### config.mk
export PLATFORM = sky130hd
export DESIGN_NAME = pipe_hazard_ctrl
export DESIGN_NICKNAME = d
export VERILOG_FILES = /design/src/rtl/pipe_hazard_ctrl.sv
export SDC_FILE = /design/constraint.sdc
export NUM_CORES = 1
export LEC_CHECK = 0
export ABC_AREA = 1
export CORE_ASPECT_RATIO = 1.75
export CORE_MARGIN = 1
export CORE_UTILIZATION = 60
export CTS_CLUSTER_SIZE = 24
export DETAILED_ROUTE_END_ITERATION = 16
export DONT_BUFFER_PORTS = 1
export PLACE_DENSITY_LB_ADDON = 0.15
export SYNTH_ARGS = -nofsm -noshare
export SYNTH_HDL_FRONTEND = slang
export SYNTH_SLANG_ARGS = --single-unit
### constraint.sdc
create_clock -name clk -period 7.2 [get_ports clk]
set_clock_uncertainty 0.1 [all_clocks]
set_input_delay 1.44 -clock clk [delete_from_list [all_inputs] [get_ports clk]]
set_output_delay 1.44 -clock clk [all_outputs]
set_load 0.03 [all_outputs]
### src/rtl/pipe_hazard_ctrl.sv
// Pipeline sequencer: merges hazards, redirects, data-memory waits and MDU busy
// windows into stage enables, bubble injects, PC-select and performance counters.
module pipe_hazard_ctrl #(
    parameter int MDU_TIMEOUT = 64,
    parameter int CNT_W       = 32
) (
    input  logic             clk,
    input  logic             rst,
    input  logic             ex_load_use,
    input  logic             ex_redirect,
    input  logic [31:0]      ex_redirect_pc,
    input  logic             im_ready,
    input  logic             dm_req,
    input  logic             dm_ready,
    input  logic             mdu_start,
    input  logic             mdu_done,
    output logic             pc_en,
    output logic             pc_sel_redirect,
    output logic [31:0]      pc_redirect,
    output logic             fd_en,
    output logic             de_en,
    output logic             em_en,
    output logic             mw_en,
    output logic             fd_bubble,
    output logic             de_bubble,
    output logic             mdu_go,
    output logic             mdu_err,
    output logic [CNT_W-1:0] cyc_cnt,
    output logic [CNT_W-1:0] mispred_cnt,
    output logic [CNT_W-1:0] stall_cnt
);

    // state    | meaning
    // RUN      | normal flow; hazards resolved combinationally
    // MEM_WAIT | frozen until data memory completes
    // MDU_WAIT | frozen until MDU result or timeout
    typedef enum logic [1:0] {
        RUN      = 2'd0,
        MEM_WAIT = 2'd1,
        MDU_WAIT = 2'd2
    } state_t;

    localparam int WAIT_W = (MDU_TIMEOUT > 2) ? $clog2(MDU_TIMEOUT) : 1;
    localparam logic [WAIT_W-1:0] WAIT_LAST = WAIT_W'(MDU_TIMEOUT - 1);

    state_t              state, state_next;
    logic [WAIT_W-1:0]   wait_cnt;
    logic                mem_stall;
    logic                timeout;
    logic                freeze;
    logic                redirect_ok;

    assign mem_stall = dm_req & ~dm_ready;
    assign timeout   = (state == MDU_WAIT) & ~mdu_done & (wait_cnt == WAIT_LAST);

    always_comb begin
        state_next = state;
        freeze     = 1'b0;
        mdu_go     = 1'b0;
        case (state)
            RUN: begin
                if (mem_stall) begin
                    freeze     = 1'b1;
                    state_next = MEM_WAIT;
                end else if (mdu_start) begin
                    freeze     = 1'b1;
                    mdu_go     = 1'b1;
                    state_next = MDU_WAIT;
                end
            end
            MEM_WAIT: begin
                if (dm_ready) state_next = RUN;
                else          freeze     = 1'b1;
            end
            MDU_WAIT: begin
                if (mdu_done || timeout) state_next = RUN;
                else                     freeze     = 1'b1;
            end
            default: state_next = RUN;
        endcase
        if (rst) mdu_go = 1'b0;
    end

    assign redirect_ok = ~rst & ~freeze & ex_redirect;

    always_comb begin
        pc_en           = 1'b0;
        pc_sel_redirect = 1'b0;
        fd_en           = 1'b0;
        de_en           = 1'b0;
        em_en           = 1'b0;
        mw_en           = 1'b0;
        fd_bubble       = 1'b0;
        de_bubble       = 1'b0;
        if (rst) begin
            fd_bubble = 1'b1;
            de_bubble = 1'b1;
        end else if (!freeze) begin
            de_en = 1'b1;
            em_en = 1'b1;
            mw_en = 1'b1;
            if (ex_redirect) begin
                pc_en           = 1'b1;
                pc_sel_redirect = 1'b1;
                fd_en           = 1'b1;
                fd_bubble       = 1'b1;
                de_bubble       = 1'b1;
            end else if (ex_load_use) begin
                de_bubble = 1'b1;
            end else if (!im_ready) begin
                fd_en     = 1'b1;
                fd_bubble = 1'b1;
            end else begin
                pc_en = 1'b1;
                fd_en = 1'b1;
            end
        end
    end

    assign pc_redirect = pc_sel_redirect ? ex_redirect_pc : 32'h0;

    always_ff @(posedge clk or posedge rst) begin
        if (rst) begin
            state       <= RUN;
            wait_cnt    <= '0;
            mdu_err     <= 1'b0;
            cyc_cnt     <= '0;
            mispred_cnt <= '0;
            stall_cnt   <= '0;
        end else begin
            state   <= state_next;
            cyc_cnt <= cyc_cnt + CNT_W'(1);
            // Counter restarts on every entry so a fresh MDU op gets the full window.
            if (state != MDU_WAIT)
                wait_cnt <= '0;
            else
                wait_cnt <= wait_cnt + WAIT_W'(1);
            if (timeout)
                mdu_err <= 1'b1;
            if (redirect_ok)
                mispred_cnt <= mispred_cnt + CNT_W'(1);
            if (!pc_en)
                stall_cnt <= stall_cnt + CNT_W'(1);
        end
    end

endmodule

### Yosys cells after proc, flatten, opt, wreduce, memory -nomap -nowiden

Cells that the tools add are included.

* flip-flop bits (word level): 105
* bits of input ports: 41
* output and inout port bits: 138

* $add $sub $neg: 4
* equal/unequal tests: 7
* mux-type cells: 38
* bitwise operators: 9
* reduce and logical (&&, ||, !) cells: 3

Operators by type and width (count)
* $add 32x1->32 const B: 3
* $mux 32: 1
* $mux 1: 30
* $mux 2: 4
* $add 6x1->6 const B: 1
* $eq 6x6->1 const B: 1
* $mux 6: 1
* $pmux 2 s3: 1
* $and 1x1->1: 5
* $ne 2x2->1 const B: 2
* $not 1->1: 4
* $ne 3x3->1 const B: 1
* $pmux 1 s3: 1
* $reduce_and 3->1: 1
* $eq 2x1->1 const B: 1
* $eq 2x2->1 const B: 1
* $logic_not 2->1: 1
* $ne 2x1->1 const B: 1
* $logic_or 1x1->1: 1

### Depth between registers and ports, before layout

Gate-level depths: netlist of the first run.

* depth in word-level cells: 9
* mapped depth: 10
* mapped depth without buffers: 10

### Worst setup path after synthesis of the first run

No wires, ideal clock.

* path kind: input to output
* start point: in rst
* end point: out pc_redirect[21]
* arrival: 5.108 ns
* data required time: 5.660 ns
* setup slack: 0.552 ns
* stages on the path: 6
* buffers on the path: 1
* cell sequence: inv_1 -> nand4_4 -> nor2_4 -> inv_2 -> buf_6 -> nor2_1

* cells in the longest elaborated chain, start to end: 2

Ends and longest elaborated chain
* start: declaration: RTL line 8 `input logic rst,`
* $mux 1: RTL line 95 `if (rst) begin`
* $mux 32: RTL line 120 `assign pc_redirect = pc_sel_redirect ? ex_redirect_pc : 32'h0;`
* end: declaration: RTL line 19 `output logic [31:0] pc_redirect,`

Every way passes these cells.

### Worst setup path after layout of the first run

Same ends and word-level chain as after synthesis.

==> results of run 1 <==
## metrics by stage
step	hold slack (ns)	instances	cell area [um2]	utilization
floorplan	0.333	1014	6700	-
global placement	0.342	1129	6780	0.630
detailed placement	0.358	1129	6780	0.630
CTS	0.377	1145	7060	0.656
global route	0.426	1145	7060	0.656
finish	0.384	1145	7060	0.656
## state kept, by name (all words and copies together) (netlist names)
name         cells
cyc_cnt         32
mdu_err          1
mispred_cnt     32
stall_cnt       32
state            2
wait_cnt         6
## final timing paths
path                                                   end                   from
min in group asynchronous        stall_cnt[16]$_DFFE_PP0N_                    rst
worst max register to register   stall_cnt[11]$_DFFE_PP0N_  wait_cnt[0]$_DFF_PP0_
worst min-delay path                 wait_cnt[0]$_DFF_PP0_  wait_cnt[0]$_DFF_PP0_
max in group asynchronous       mispred_cnt[6]$_DFFE_PP0P_                    rst
worst min register to register       wait_cnt[0]$_DFF_PP0_  wait_cnt[0]$_DFF_PP0_
worst max-delay path                       pc_redirect[21]                    rst
## cell families (layout without fill, tap and decap cells)
group | count (synthesis) | after routing
flops | 105 | 105
compound gates | 41 | 41
simple gates | 678 | 678
buf+inv | 128 | 129
fa+ha+maj | 4 | 4
xor+xnor | 58 | 58
## per-layer routing
metal / global-route usage / wire length [um] / share of wire
met1: 0.355 / 6800 / 0.39
met2: 0.514 / 8890 / 0.51
met5: 0 / 0 / 0
met3: 0.0598 / 976 / 0.056
met4: 0.139 / 628 / 0.036
## layout make-up
cell class	count	area, um2	area share
clock buffers	12	246	0.0349
clock inverters	4	33.8	0.00478
inverters	108	408	0.0578
multi-input cells	781	3550	0.502
flip-flops and latches	105	2630	0.372
well taps	130	163	0.0230
repair buffers	5	37.5	0.00532
## worst max-delay path: stages
cell and delay [ns]:
inv_4 0.46, nand4_4 0.14, buf_4 0.30, nor2_4 0.11, buf_4 0.39, inv_2 0.37, nor2_1 0.55
## placed cells by master, fill, tap and decap left out, drive strengths merged, types with 12 or more instances in the layout
| cell | synthesis | layout |
|---|---|---|
| clkbuf | 7 | 12 |
| o21bai | 16 | 16 |
| inv | 107 | 110 |
| dfrtp | 105 | 105 |
| o21ai | 20 | 20 |
| nor2 | 184 | 184 |
| xor2 | 43 | 43 |
| nand2 | 435 | 435 |
| xnor2 | 15 | 15 |
| nand3 | 36 | 36 |
## report_power, final
part / switching [uW] / total, uW / internal (uW)
registers: 182 / 822 / 640
logic: 200 / 283 / 82.6
clock network: 221 / 470 / 249
==> impl_metrics.yaml, run 1 <==
status:
  status: "finished, final reports clean"
logic_synthesis:
  synth_commonest_cells: "nand2_1 (433), nor2_1 (160), inv_1 (106), dfrtp_1 (105), xor2_1 (43)"
  synthFlopType: "dfrtp_1"
  syn_nets: 1059
  yosys.area_share.simple: 0.408
  synth_top_area_cell: "dfrtp_1"
  ys_seq_area_frac: 0.392
  synthAdderAreaFrac: 0.00747
  syn_area_mm2: 0.00670
  synth_compound_area_frac: 0.0375
  async_flop_share: 1.00
  synth.lib_cells_used.distinct: 27
  yosysTopAreaCellShare: 0.392
  synth_seq_cells: 105
  synth_mux_area_frac: 0
  synth-xor-area-share: 0.0758
  synthMostInstantiatedCell: "nand2_1"
  synthCells: 1014
  yosysWarnings: 0
  synth-edff-count: 0
  synth_area_leaders: "dfrtp_1 (39%), nand2_1 (24%), nor2_1 (9.0%), inv_1 (5.9%), xor2_1 (5.6%)"
  synth_top_family_by_area: "simple AND/OR/NAND/NOR gates"
  avgSynthCellArea_um2: 6.61
global_routing:
  grt_pass1_vias: 5544
  overflow: 0
  grt_pass1_wl_um: 26600
  antenna_found_initial: 0
  grt_max_degree: 57
  grt_usage: 0.302
routing:
  post_drt_wl_per_cell_um: 15.1
  drt_first_iter_violations: 304
  viasPerCell: 5.32
  drc: 0
  wirelength_um: 17300
  dr.pass1.iters: 5
  vias: 6096
  detail-route-antenna-nets: 0
sta:
  relSlewSlack: 0.380
  tightest_slew_ns: 0.920
  hold_violations: 0
  fin_ws_ns: 1.88
  final-setup-viol-count: 0
  tns_ns: 0
  period_minus_slack_ns: 5.32
  rsz0062_at_grt: "no"
  fmax_ghz: 0.188
  drv_slew: 0
  post-route-period-util: 0.740
layout:
  syn2layout_area_growth_pct: 5.38
  fillers: 1009
  fin_nets: 1055
  drive_gt1_frac: 0.0483
  insertedDiodeCount: 0
cts:
  cts-resized-gates: 0
  ctsHoldBuffers: 0
  path_clk_slew_ns: 0.07
  cts_tree: "done"
  post_cts_buffers: 0
  cts_sinks: 105
  clockBufferDepth: 2
  cts_root_buffer: "clkbuf_16"
  cts_buffers: 9
  clkLatencyLatePin_ns: 0.34
  h-tree-depth: 3
floorplanning:
  floorplan.initialDensity: 0.623
  rows: 50
  io_pins: 179
  core_area_mm2: 0.0108
  die_h_um: 142
  dieWidth_um: 81.9
  die-area_mm2: 0.0116
job:
  maxCapViolCount: 0
power_and_ir_drop:
  total_power_uw: 1570
  power_density_mw_per_mm2: 223
  p_leak_uw: 0.00348
  ir_drop_uv: 247
worst_setup_path:
  end_kind: "output port"
  rrSetupSlack_ns: 4.69
  cp-start-kind: "primary input"
  critPathKind: "primary input to output port"
  worstPathMaxFanout: 54
  r2r_cells: 10
  crit_required_ns: 5.66
  cp.arrival_ns: 3.78
worst_hold_path:
  hold_class: "register to register"
  holdPathStages: 1
placement:
  post-dp-hpwl_um: 13000
  place.gp.congestion: 0.940
  post-place-ws_ns: 1.85
  port_buffers: 0
Power figures use the tool's default switching activity.
==> inputs of run 2 (changes only) <==
CORE_UTILIZATION = 58   (was 60)
clock period = 4.75 ns   (was 7.2 ns; I/O delays follow)
==> run 2 against run 1 <==
Sequential share of layout area decreased by 1.5 points; register-to-register slack got worse by 2.2 ns; clock-buffer cell count decreased by 3; highest routed layer unchanged.
==> impl_metrics.yaml, run 2 (synthesis gave the netlist of run 1 again) <==
status:
  status: "finished, final reports clean"
layout:
  fin_nets: 1090
  fin_cells: 1182
  top_regs: "cyc_cnt x32, mispred_cnt x32, stall_cnt x32"
  syn2layout_area_growth_pct: 9.67
  layout_common_cells: "nand2_1 (433), nor2_1 (160), inv_1 (105), dfrtp_1 (105), xor2_1 (43)"
  drive_gt1_frac: 0.0819
  insertedDiodeCount: 0
  mostFrequentLayoutCell: "nand2_1"
routing:
  viasPerCell: 5.25
  drt_first_iter_violations: 215
  post_drt_wl_per_cell_um: 14.6
  detail-route-antenna-nets: 0
  dr.pass1.iters: 4
  wirelength_um: 17200
  vias: 6202
  drc: 0
sta:
  drv_slew: 0
  hold_violations: 0
  period_minus_slack_ns: 3.33
  relSlewSlack: 0.387
  tightest_slew_ns: 0.910
  tns_ns: 0
  fmax_ghz: 0.300
  final-setup-viol-count: 0
  post-route-period-util: 0.701
  rsz0062_at_grt: "no"
power_and_ir_drop:
  ir_drop_uv: 308
  seq_power_share: 0.507
  combPwrFrac: 0.188
  power_density_mw_per_mm2: 333
  netSwitchingPower_uw: 959
  p_leak_uw: 0.00366
  switching_share: 0.392
  total_power_uw: 2450
  p_int_uw: 1490
  pwr-share-clk: 0.305
worst_setup_path:
  regToRegStartpoint: "stall_cnt[0]$_DFFE_PP0N_"
  rrSetupSlack_ns: 2.45
  critPathKind: "register to output port"
  end_kind: "output port"
  r2r_cells: 10
  cp-start-kind: "register"
  crit_required_ns: 3.70
  r2r-end: "stall_cnt[28]$_DFFE_PP0N_"
  worstPathMaxFanout: 32
  cp.arrival_ns: 2.28
job:
  maxCapViolCount: 0
cts:
  cts_root_buffer: "clkbuf_16"
  post_cts_buffers: 0
  clkLatencyLatePin_ns: 0.36
  cts_buffers: 9
  cts_sinks: 105
  cts-resized-gates: 0
  clockBufferDepth: 2
  ctsHoldBuffers: 0
  path_clk_slew_ns: 0.08
  cts_tree: "done"
  h-tree-depth: 3
global_routing:
  overflow: 0
  grt_pass1_vias: 5870
  grt_usage: 0.292
  grt_pass1_wl_um: 27800
  grt_max_degree: 75
  antenna_found_initial: 0
placement:
  port_buffers: 0
  dp.cells: 1166
  place.gp.congestion: 0.924
  post-dp-hpwl_um: 13100
worst_hold_path:
  hold_class: "register to register"
  whs_endpoint: "wait_cnt[0]$_DFF_PP0_"
  worstHoldStart: "wait_cnt[0]$_DFF_PP0_"
  holdPathStages: 1
floorplanning:
  rows: 51
  io_pins: 179
  floorplan.initialDensity: 0.600
  dieWidth_um: 83.3
  die_h_um: 144
  core_area_mm2: 0.0112
  die-area_mm2: 0.0120
[run 2: per-stage QoR]
step / hold WS [ns] / setup WS, ns / utilization / cell area, um2
after floorplan: 0.333 / 0.0541 / - / 6710
after global placement: 0.349 / 1.50 / 0.631 / 7050
after global routing: 0.394 / 1.26 / 0.658 / 7350
after CTS: 0.366 / 1.40 / 0.658 / 7350
after detailed placement: 0.355 / 1.47 / 0.631 / 7050
final: 0.362 / 1.42 / 0.658 / 7350
[run 2: power groups by stage]
stage / Combinational, uW / Sequential (uW) / Clock [uW]
finish: 460 / 1240 / 747
global route: 526 / 1260 / 794
CTS: 467 / 1240 / 761
detailed placement: 466 / 1260 / 0
global placement: 454 / 1260 / 0
floorplan: 377 / 1220 / 0
[run 2: worst max-delay path by stage]
stage	start	endpoint
2_1_floorplan	rst	em_en
6_report	wait_cnt[0]$_DFF_PP0_	pc_redirect[29]
5_1_grt	state[0]$_DFFE_PP0P_	pc_redirect[30]
3_3_place_gp	dm_ready	fd_en
4_1_cts	wait_cnt[0]$_DFF_PP0_	pc_redirect[29]
3_5_place_dp	dm_ready	pc_redirect[31]
[run 2: per-layer routing]
layer	GRT usage	up-vias	wire length, um
met2	0.522	174	8860
met3	0.0731	35	1160
met5	0	-	0
met1	0.329	2863	6680
li1	-	3130	-
met4	0.129	0	497
[run 2: cell type report]
type	count	area [um2]
clock buffers	9	225
well taps	132	165
inverters	108	409
fillers	1047	3820
flip-flops and latches	105	2630
multi-input cells	781	3550
repair buffers	40	300
clock inverters	7	76.3
[run 2: critical path: stages, from the launching register on]
cell	delay (ns)
dfrtp_1	0.40
ha_1	0.21
nand2_1	0.11
nor2_4	0.06
nand2_1	0.09
nand2_2	0.09
nand4_4	0.10
nor2_4	0.05
inv_2	0.50
nor2_1	0.10
buf_4	0.20
